$ cat config.mk
export PLATFORM = sky130hd
export DESIGN_NAME = instr_fetch_unit
export DESIGN_NICKNAME = d
export VERILOG_FILES = /design/src/rtl/fetch_pkg.sv /design/src/rtl/pc_register.sv /design/src/rtl/instr_fetch_unit.sv
export SDC_FILE = /design/constraint.sdc
export NUM_CORES = 1
export LEC_CHECK = 0
export CORE_MARGIN = 2
export CORE_UTILIZATION = 38
export CTS_BUF_LIST = sky130_fd_sc_hd__clkbuf_4 sky130_fd_sc_hd__clkbuf_8 sky130_fd_sc_hd__clkbuf_16
export DETAILED_ROUTE_END_ITERATION = 8
export PLACE_DENSITY_LB_ADDON = 0.3
export SLEW_MARGIN = 10
export SYNTH_ARGS = -nofsm -noshare
export SYNTH_HDL_FRONTEND = slang
export SYNTH_SLANG_ARGS = --single-unit
$ cat constraint.sdc
create_clock -name clk_i -period 16.4 [get_ports clk_i]
set_input_delay 2.46 -clock clk_i [delete_from_list [all_inputs] [get_ports clk_i]]
set_output_delay 2.46 -clock clk_i [all_outputs]
set_load 0.02 [all_outputs]
$ cat src/rtl/fetch_pkg.sv
// Shared definitions for the instruction-fetch stage: FSM state encoding,
// the reset NOP, RV32I major opcodes (also consumed by the control unit)
// and the sequential PC increment.
package fetch_pkg;

   typedef enum logic [1:0] {
      ST_IDLE = 2'd0,
      ST_REQ  = 2'd1,
      ST_HOLD = 2'd2,
      ST_HALT = 2'd3
   } fetch_state_e;

   localparam logic [31:0] NOP_INSTR = 32'h0000_0013;  // addi x0, x0, 0
   localparam logic [31:0] PC_STEP   = 32'd4;

   localparam logic [6:0] OPC_R      = 7'b0110011;
   localparam logic [6:0] OPC_LOAD   = 7'b0000011;
   localparam logic [6:0] OPC_OP_IMM = 7'b0010011;
   localparam logic [6:0] OPC_STORE  = 7'b0100011;
   localparam logic [6:0] OPC_BRANCH = 7'b1100011;
   localparam logic [6:0] OPC_JAL    = 7'b1101111;

   function automatic logic is_misaligned(input logic [31:0] addr);
      return addr[1:0] != 2'b00;
   endfunction

endpackage

$ cat src/rtl/pc_register.sv
// Program counter register.
//   clk_i/rst_i  : clock, async active-high reset (loads RESET_PC)
//   load_i       : load load_val_i (wins over incr_i)
//   incr_i       : advance by PC_STEP, wrapping modulo 2^32
//   pc_o         : current PC
module pc_register
   import fetch_pkg::*;
#(
   parameter logic [31:0] RESET_PC = 32'h0000_0000
) (
   input  logic        clk_i,
   input  logic        rst_i,
   input  logic        load_i,
   input  logic [31:0] load_val_i,
   input  logic        incr_i,
   output logic [31:0] pc_o
);

   logic [31:0] pc_q;

   always_ff @(posedge clk_i or posedge rst_i) begin
      if (rst_i)       pc_q <= RESET_PC;
      else if (load_i) pc_q <= load_val_i;
      else if (incr_i) pc_q <= pc_q + PC_STEP;
   end

   assign pc_o = pc_q;

endmodule

$ cat src/rtl/instr_fetch_unit.sv
// Sequential instruction fetch: one outstanding imem request at a time,
// the returned word is buffered and offered to decode via valid/ready.
//   clk_i, reset_i                   : clock, async active-high reset
//   imem_req_o/imem_addr_o           : fetch request, address held until ack
//   imem_ack_i/imem_rdata_i          : completion and returned word
//   instr_valid_o/instr_ready_i      : decode handshake
//   instr_o/opcode_o/pc_out_o        : buffered instruction and its address
//   redirect_i/redirect_pc_i         : taken branch / JAL target
//   fetch_err_o                      : sticky misaligned-redirect flag
//   instr_count_o                    : accepted-instruction counter
module instr_fetch_unit
   import fetch_pkg::*;
#(
   parameter logic [31:0] RESET_PC = 32'h0000_0000
) (
   input  logic        clk_i,
   input  logic        reset_i,
   output logic        imem_req_o,
   output logic [31:0] imem_addr_o,
   input  logic        imem_ack_i,
   input  logic [31:0] imem_rdata_i,
   output logic        instr_valid_o,
   input  logic        instr_ready_i,
   output logic [31:0] instr_o,
   output logic [6:0]  opcode_o,
   output logic [31:0] pc_out_o,
   input  logic        redirect_i,
   input  logic [31:0] redirect_pc_i,
   output logic        fetch_err_o,
   output logic [31:0] instr_count_o
);

   fetch_state_e state_q, state_d;
   logic         kill_q, kill_d;
   logic [31:0]  kill_pc_q, kill_pc_d;
   logic         err_pend_q, err_pend_d;   // misaligned redirect waiting for ack
   logic         err_q, err_d;
   logic [31:0]  instr_q, pc_out_q, count_q;
   logic [31:0]  pc;
   logic         pc_load, pc_incr, capture, accept;
   logic [31:0]  pc_load_val;
   logic         mis;

   assign mis = redirect_i && is_misaligned(redirect_pc_i);

   pc_register #(.RESET_PC(RESET_PC)) u_pc (
      .clk_i      (clk_i),
      .rst_i      (reset_i),
      .load_i     (pc_load),
      .load_val_i (pc_load_val),
      .incr_i     (pc_incr),
      .pc_o       (pc)
   );

   always_comb begin
      state_d     = state_q;
      kill_d      = kill_q;
      kill_pc_d   = kill_pc_q;
      err_pend_d  = err_pend_q;
      err_d       = err_q;
      pc_load     = 1'b0;
      pc_load_val = redirect_pc_i;
      pc_incr     = 1'b0;
      capture     = 1'b0;
      accept      = 1'b0;
      unique case (state_q)
         ST_IDLE: begin
            state_d = ST_REQ;
            if (mis) begin
               err_d   = 1'b1;
               state_d = ST_HALT;
            end else if (redirect_i) begin
               pc_load = 1'b1;
            end
         end
         ST_REQ: begin
            // The request is never withdrawn: the PC (imem address) only
            // moves on ack, a redirect meanwhile is parked in kill_pc.
            if (mis) begin
               err_d      = 1'b1;
               err_pend_d = 1'b1;
            end
            if (imem_ack_i) begin
               kill_d = 1'b0;
               if (err_pend_d) begin
                  state_d = ST_HALT;
               end else if (redirect_i) begin
                  pc_load = 1'b1;
               end else if (kill_q) begin
                  pc_load     = 1'b1;
                  pc_load_val = kill_pc_q;
               end else begin
                  capture = 1'b1;
                  state_d = ST_HOLD;
               end
            end else if (redirect_i && !mis) begin
               kill_d    = 1'b1;
               kill_pc_d = redirect_pc_i;
            end
         end
         ST_HOLD: begin
            accept = instr_ready_i;
            if (mis) begin
               err_d   = 1'b1;
               state_d = ST_HALT;
            end else if (redirect_i) begin
               pc_load = 1'b1;
               state_d = ST_REQ;
            end else if (instr_ready_i) begin
               pc_incr = 1'b1;
               state_d = ST_REQ;
            end
         end
         default: ;  // ST_HALT absorbs until reset
      endcase
   end

   always_ff @(posedge clk_i or posedge reset_i) begin
      if (reset_i) begin
         state_q    <= ST_IDLE;
         kill_q     <= 1'b0;
         kill_pc_q  <= RESET_PC;
         err_pend_q <= 1'b0;
         err_q      <= 1'b0;
         instr_q    <= NOP_INSTR;
         pc_out_q   <= RESET_PC;
         count_q    <= 32'd0;
      end else begin
         state_q    <= state_d;
         kill_q     <= kill_d;
         kill_pc_q  <= kill_pc_d;
         err_pend_q <= err_pend_d;
         err_q      <= err_d;
         if (capture) begin
            instr_q  <= imem_rdata_i;
            pc_out_q <= pc;
         end
         if (accept) count_q <= count_q + 32'd1;
      end
   end

   assign imem_req_o    = (state_q == ST_REQ);
   assign imem_addr_o   = pc;
   assign instr_valid_o = (state_q == ST_HOLD);
   assign instr_o       = instr_q;
   assign opcode_o      = instr_q[6:0];
   assign pc_out_o      = pc_out_q;
   assign fetch_err_o   = err_q;
   assign instr_count_o = count_q;

endmodule

==> results of run 1 <==
## cells in the mapped netlist, drive strengths merged (2+ instances only)
master and n:
nand2 26, xor2 13, a211oi 19, and4 5, a21boi 19, o31ai 16, or3 6, or2 3
dfrtp 162, mux2i 21, nor2 5, mux2 91, o21ai 12, and2 7, a22o 2, inv 9
nand4 20, nor3b 5, nor4bb 2, a21o 2, nor4 4, a31oi 19, nor2b 6, dfstp 3
a21oi 2, xnor2 26, and3 31, nand3 21, or4 18, ha 2, nor3 4, clkbuf 28
buf 21
## state kept, by name (all words and copies together) (netlist names), 2 cells and up
register,cells
instr_count_o,32
instr_o,32
kill_pc_q,32
pc_out_o,32
u_pc.pc_o,32
state_q,2
## worst min-delay path: stages, from the launching register on
cell	delay, ns
dfrtp_1	0.34
nand2_1	0.05
o21ai_0	0.06
## through the flow
step	cell area [µm²]	utilization
after floorplan	7680	-
after global placement	9960	0.497
after detailed placement	9960	0.497
after CTS	10500	0.526
after global routing	10500	0.526
final	10500	0.526
## how the worst max path moves through the flow
stage | startpoint | endpoint | slack (ns) | cells after the start
floorplan | reset_i | err_pend_q | 9.48 | 1
global placement | redirect_i | u_pc.pc_o[0] | 11.10 | 6
detailed placement | redirect_i | u_pc.pc_o[0] | 11.03 | 6
CTS | redirect_i | u_pc.pc_o[0] | 11.50 | 6
global route | redirect_i | u_pc.pc_o[0] | 11.23 | 6
finish | redirect_i | u_pc.pc_o[1] | 11.47 | 6
## area by class of cell
| cell class | count | area (µm²) |
|---|---|---|
| Clock buffer | 20 | 460 |
| Clock inverter | 12 | 119 |
| Fill cell | 1821 | 9500 |
| Inverter | 9 | 38.8 |
| Multi-Input combinational cell | 417 | 3320 |
| Sequential cell | 165 | 4130 |
| Tap cell | 270 | 338 |
| Timing Repair Buffer | 214 | 2120 |
## kinds of logic (layout without fill, tap and decap cells)
family,after synthesis,after routing
compound gates,96,96
xor+xnor,39,39
fa+ha+maj,2,2
buf+inv,58,255
flops,165,165
mux,112,112
simple gates,168,168
## power by group through the flow
| stage | sequential, µW | clock, µW | combinational (µW) |
|---|---|---|---|
| after floorplan | 421 | 0 | 11.1 |
| after global placement | 420 | 0 | 39.4 |
| after detailed placement | 420 | 0 | 39.6 |
| after CTS | 412 | 401 | 39.7 |
| after global routing | 412 | 419 | 42.5 |
| final | 412 | 389 | 38.6 |
## metal layers
layer,routed length (µm),global-route usage
met1,8360,0.238
met2,8880,0.285
met3,1610,0.0669
met4,408,0.0626
met5,0,0
==> results.toml, run 1 <==
[flow_run]
maxCapViolations = 0

[outcome]
status = "completed"

[pwr]
finalPower_uw = 839
intPower_uw = 651
switching_share = 0.225
power_density_nw_per_um2 = 79.7
pwr-share-comb = 0.046
p_sw_uw = 189
peakVddDrop_uv = 75.5
p_seq_frac = 0.491
clkPwrFrac = 0.463
leakage_uw = 0.00463

[clock_network]
numCtsBuffers = 17
cts_setup_buffers = 0
cts_buffer_depth = 2
cts_tree = "done"
clock_latency_ns = 0.42
htree_levels = 4
clk_pin_slew_worst_paths_ns = 0.07
cts_resized = 0
cts-root-buf = "clkbuf_16"
cts_hold_buf = 0
numClockSinks = 165

[logic_synthesis]
synth-compound-area-share = 0.0871
yosys_register_bits = 165
yosysWarnings = 0
synth_cell_type_count = 49
synth-simple-area-share = 0.132
synthCells = 640
synth_top_area_share = 0.528
yosysSeqAreaShare = 0.538
synth_flop_cell = "dfrtp_1"
synth_edf_count = 0
yosysTopAreaCell = "dfrtp_1"
synth_fp_nets = 711
synthTopCellsByArea = "dfrtp_1 (53%), mux2_2 (13%), xnor2_1 (3.0%)"
synth-xor-area-share = 0.0444
synthesis.area_um2 = 7680
synth_mux_area_frac = 0.161
synth_top_family_by_area = "multiplexers"
synthAdderAreaFrac = 0.00326
async_reset_ff_frac = 1.00
synth.avg_cell_area_um2 = 12.0

[placed_design]
pre_cts_ws_ns = 11.03
placed_cells = 1075
place.gp.congestion = 0.791
hpwl_mm = 13.6
io_buffers = 206

[critical_path]
startpoint_type = "input port"
ff2ff_setup_slack_ns = 13.64
cp_num_buf_inv = 2
cp.arrival_ns = 5.24
crit_family = "simple AND/OR/NAND/NOR gates"
required_ns = 16.70
critical_path_class = "input port to register"
rr_endpoint = "u_pc.pc_o[6]"
cp-end-kind = "register"
ff2ff_path_depth = 5
crit_fanout = 40
slowest_stage = "and2_1"
regToRegStartpoint = "state_q[0]"
path_cells = "clkdlybuf4s50_1, nor4bb_4, buf_4, nand2_1, and2_1, a22o_1"
critPathMaxStageDelay_ns = 0.65

[sta]
clock-skew-final_ns = 0.0105
holdWs_ns = 0.477
finalSetupViolCount = 0
fin_crit_ns = 4.93
tightestPinTransition_ns = 0.981
max_slew_margin = 0.346
fmax_mhz = 203
rsz0062_at_grt = "false"
fin_crit_sh = 0.301
slew_violations = 0
finalHoldViolations = 0
fin_ws_ns = 11.47
finalSetupTns_ns = 0

[global_routing]
antenna_found_initial = 1
grt_max_degree = 102
grt_usage = 0.183
grt_overflow = 0
grt_pass1_wl_mm = 31.4
grt_pass1_vias = 5711

[hold_path]
hold_start = "pc_out_o[23]"
whs_endpoint = "pc_out_o[23]"
worstHoldPathCells = 2
min_path_type = "register to register"

[detailed_routing]
vias = 5820
drt_iter0_drc = 289
wl_per_cell_um = 17.4
drt-vias-per-instance = 5.26
ant_nets = 0
wl_mm = 19.3
drc = 0
detail_route.first_pass.iterations = 4

[die]
die-area_um2 = 21400
coreArea_um2 = 20000
fp.dieH_um = 146
ioPinCount = 207
die-width_um = 146
rows = 52
initial_utilization = 0.383

[final_layout]
final-instance-count-excl-fill = 1107
mostFrequentLayoutCells = "clkdlybuf4s50_1 (206), dfrtp_1 (162), mux2_2 (91), and3_1 (31)"
final_layout_size_suffix_gt1_frac = 0.173
fin_nets = 895
area_delta_synth_final_pct = 37.1
antennaDiodeCount = 0
final_common_cell = "clkdlybuf4s50_1"
Note: power is estimated with default switching activity, not from simulation.
==> run 2: changes to the inputs <==
==> constraint.sdc (replaced) <==
create_clock -name clk_i -period 4.1 [get_ports clk_i]
set_input_delay 0.615 -clock clk_i [delete_from_list [all_inputs] [get_ports clk_i]]
set_output_delay 0.615 -clock clk_i [all_outputs]
set_load 0.02 [all_outputs]
==> results.toml, run 2 (same netlist as run 1, synthesis figures left out) <==
[outcome]
status = "completed"

[detailed_routing]
top_layer_used = "met4"
detail_route.first_pass.iterations = 4
wl_mm = 19.7
wl_met2_mm = 9.18
drt_iter0_drc = 316
drc = 0
wl_met1_mm = 8.53
ant_nets = 0
wl_per_cell_um = 17.7
drt-vias-per-instance = 5.24
met3_length_mm = 1.56
vias = 5821

[sta]
max_slew_margin = 0.375
slew_violations = 0
finalSetupViolCount = 0
rsz0062_at_grt = "false"
finalHoldViolations = 0
tightestPinTransition_ns = 0.937
fmax_mhz = 364
fin_crit_sh = 0.671
finalSetupTns_ns = 0
clock-skew-final_ns = 0.0148
fin_crit_ns = 2.75

[global_routing]
grt_overflow = 0
grt_usage = 0.186
grt_pass1_wl_mm = 31.8
grt_max_degree = 88
antenna_found_initial = 0
grt_pass1_vias = 5805

[die]
ioPinCount = 207
fp.dieH_um = 146
coreArea_um2 = 20000
die-area_um2 = 21400
rows = 52
die-width_um = 146
initial_utilization = 0.383

[placed_design]
io_buffers = 206
placed_cells = 1079
hpwl_mm = 13.9
place.gp.congestion = 0.804

[final_layout]
mostFrequentLayoutCells = "clkdlybuf4s50_1 (206), dfrtp_1 (162), mux2_2 (91), and3_1 (31)"
fin_nets = 899
utilization = 0.530
antennaDiodeCount = 0
final_layout_size_suffix_gt1_frac = 0.177
final_common_cell = "clkdlybuf4s50_1"
final-instance-count-excl-fill = 1111
area_delta_synth_final_pct = 38.1

[clock_network]
cts_hold_buf = 0
clk_pin_slew_worst_paths_ns = 0.07
htree_levels = 4
numClockSinks = 165
numCtsBuffers = 17
cts_resized = 0
cts_setup_buffers = 0
cts_buffer_depth = 2
cts_tree = "done"
cts-root-buf = "clkbuf_16"
clock_latency_ns = 0.43

[critical_path]
path_cells = "clkdlybuf4s50_1, nor4bb_4, buf_4, and2_1, mux2i_1, a221oi_1"
cp.arrival_ns = 3.08
crit_fanout = 40
critical_path.endpoint = "u_pc.pc_o[18]"
startpoint_type = "input port"
critPathLaunch = "redirect_i"
required_ns = 4.43
critical_path_class = "input port to register"
slowest_stage = "and2_1"
cp-end-kind = "register"
ff2ff_path_depth = 4
ff2ff_setup_slack_ns = 1.62
critPathMaxStageDelay_ns = 0.70
rr_endpoint = "u_pc.pc_o[18]"
regToRegStartpoint = "state_q[1]"

[hold_path]
min_path_type = "register to register"

[pwr]
peakVddDrop_uv = 302
power_density_nw_per_um2 = 324
leakage_uw = 0.00467

[flow_run]
maxCapViolations = 0
## run 2: stage by stage
| step | setup WS [ns] | hold WS [ns] | instance area (µm²) | total power, µW |
|---|---|---|---|---|
| after floorplan | 1.39 | 0.465 | 7690 | 1730 |
| after global placement | 1.02 | 0.460 | 10000 | 1840 |
| after detailed placement | 0.925 | 0.463 | 10000 | 1840 |
| after CTS | 1.37 | 0.483 | 10600 | 3490 |
| after global routing | 1.16 | 0.492 | 10600 | 3570 |
| final | 1.35 | 0.473 | 10600 | 3440 |
## run 2: final cells by class
class | instances | area (µm²)
clock inverter | 14 | 166
clock buffer | 18 | 439
timing repair buffer | 218 | 2180
inverter | 9 | 37.5
multi-input combinational | 417 | 3320
fill | 1784 | 9420
sequential | 165 | 4130
tap | 270 | 338
## run 2: worst min-delay path by stage
stage / startpoint / to / slack (ns) / cells after the start
3_5_place_dp: instr_count_o[31] / instr_count_o[31] / 0.46 / 1
5_1_grt: instr_count_o[31] / instr_count_o[31] / 0.49 / 1
4_1_cts: instr_count_o[31] / instr_count_o[31] / 0.48 / 1
6_report: instr_count_o[31] / instr_count_o[31] / 0.47 / 1
2_1_floorplan: kill_pc_q[0] / kill_pc_q[0] / 0.46 / 1
3_3_place_gp: fetch_err_o / fetch_err_o / 0.46 / 1
## run 2: layer usage
| metal | global-route usage | vias up |
|---|---|---|
| met5 | 0 | - |
| met4 | 0.0689 | 0 |
| met3 | 0.0600 | 30 |
| met2 | 0.294 | 207 |
| met1 | 0.240 | 2845 |
| li1 | - | 2739 |
## run 2: critical path: cells and delay by family
family	cells	cell delay, ns
muxes	1	0.17
and+or+nand+nor	2	1.04
AOI/OAI and AO/OA	1	0.31
buffers and inverters	2	0.93
## run 2: where the power goes
part | switching (µW) | internal, µW
Clock | 702 | 932
Combinational | 73.3 | 86.2
Sequential | 12.9 | 1630
==> run 3: changes to the inputs <==
==> constraint.sdc (replaced) <==
create_clock -name clk_i -period 2.4 [get_ports clk_i]
set_input_delay 0.36 -clock clk_i [delete_from_list [all_inputs] [get_ports clk_i]]
set_output_delay 0.36 -clock clk_i [all_outputs]
set_load 0.02 [all_outputs]
==> results.toml, run 3 (same netlist as run 1, synthesis figures left out) <==
[pwr]
power_density_nw_per_um2 = 533
leakage_uw = 0.00490
peakVddDrop_uv = 435
finalPower_uw = 5870

[placed_design]
place_area_um2 = 10400
io_buffers = 206
hpwl_mm = 14.5
place.gp.congestion = 0.778

[final_layout]
final_layout_size_suffix_gt1_frac = 0.215
utilization = 0.549
final_common_cell = "clkdlybuf4s50_1"
fillCellCount = 1776
antennaDiodeCount = 0
multiInputGateArea_um2 = 3330
fin_nets = 937
final_area_um2 = 11000
mostFrequentLayoutCells = "clkdlybuf4s50_1 (206), dfrtp_1 (161), mux2_2 (91), buf_4 (40), and3_1 (31)"
area_delta_synth_final_pct = 43.2
seqCellArea_um2 = 4130

[global_routing]
antenna_found_initial = 0
grt_pass1_vias = 5952
grt_max_degree = 57
grt_pass1_wl_mm = 31.8
grt_overflow = 0
grt_usage = 0.185

[clock_network]
clock_latency_ns = 0.42
numClockSinks = 165
cts_tree = "done"
cts_buffer_depth = 2
cts-root-buf = "clkbuf_16"
cts_hold_buf = 0
numCtsBuffers = 17
htree_levels = 4
clk_pin_slew_worst_paths_ns = 0.07
cts_resized = 0
cts_setup_buffers = 0

[critical_path]
rr_endpoint = "u_pc.pc_o[25]"
required_ns = 2.04
ff2ff_setup_slack_ns = 0.21
cp.arrival_ns = 1.86
cp-end-kind = "output pin"
critical_path_class = "register to output pin"
crit_fanout = 15
regToRegStartpoint = "u_pc.pc_o[8]"
ff2ff_path_depth = 4
startpoint_type = "register"

[sta]
fin_crit_sh = 0.927
tightestPinTransition_ns = 0.592
fin_crit_ns = 2.22
max_slew_margin = 0.605
rsz0062_at_grt = "false"
slew_violations = 0
clock-skew-final_ns = 0.0137
finalHoldViolations = 0
fmax_mhz = 450
finalSetupViolCount = 0

[detailed_routing]
drc = 0
detail_route.first_pass.iterations = 4
ant_nets = 0
wl_per_cell_um = 17.2
drt_iter0_drc = 335
vias = 5950
drt-vias-per-instance = 5.18
wl_mm = 19.7

[die]
coreArea_um2 = 20000
rows = 52
die-area_um2 = 21400
die-width_um = 146
fp.dieH_um = 146
ioPinCount = 207
initial_utilization = 0.383

[hold_path]
min_path_type = "input port to asynchronous set/reset pin"

[flow_run]
maxCapViolations = 0

[outcome]
status = "completed"
==> run 3: changes by cell type in the layout (fill, tap and decap cells not counted), moves of 3 or more <==
cell	before	now
inv_6	4	7
clkinvlp_4	4	1
clkinv_8	0	3
buf_4	10	40
buf_12	2	10
==> run 3: cell type report <==
class	instances	area share
inverters	9	0.00341
flip-flops and latches	165	0.376
well taps	270	0.0307
clock buffers	17	0.0387
multi-input cells	417	0.302
clock inverters	15	0.0164
repair buffers	256	0.233
==> run 3: how the worst max path moves through the flow <==
stage	startpoint	slack (ns)	cells after the start	end
2_1_floorplan	reset_i	-0.06	1	err_pend_q
3_3_place_gp	redirect_i	-0.008	8	u_pc.pc_o[30]
3_5_place_dp	redirect_i	-0.07	8	u_pc.pc_o[30]
4_1_cts	state_q[0]	0.08	2	imem_req_o
5_1_grt	state_q[1]	0.09	2	imem_req_o
6_report	state_q[1]	0.18	2	imem_req_o
==> run 3: stage by stage <==
stage	worst slack, ns	instances	TNS, ns	hold WS (ns)
floorplan	-0.0563	640	-9.13	0.465
global placement	-0.00837	1117	-0.0157	0.459
detailed placement	-0.0687	1117	-0.0976	0.453
CTS	0.0751	1149	0	0.353
global route	0.0890	1149	0	0.377
finish	0.176	1149	0	0.356
==> run 3: worst max-delay path, stage by stage, from the launching register on <==
cell	delay, ns
dfrtp_1	0.54
nor2b_2	0.25
clkdlybuf4s50_1	0.65
==> run 3: where the power goes <==
group	internal [µW]	switching [µW]
Sequential	2790	17.6
Combinational	159	131
Clock	1500	1270
Total	4450	1420
==> run 3: routing by layer <==
metal | vias to the layer above | routed length, µm | global-route usage
met5 | - | 0 | 0
li1 | 2824 | - | -
met4 | 0 | 325 | 0.0617
met3 | 21 | 1520 | 0.0563
met1 | 2897 | 8490 | 0.240
met2 | 208 | 9400 | 0.298
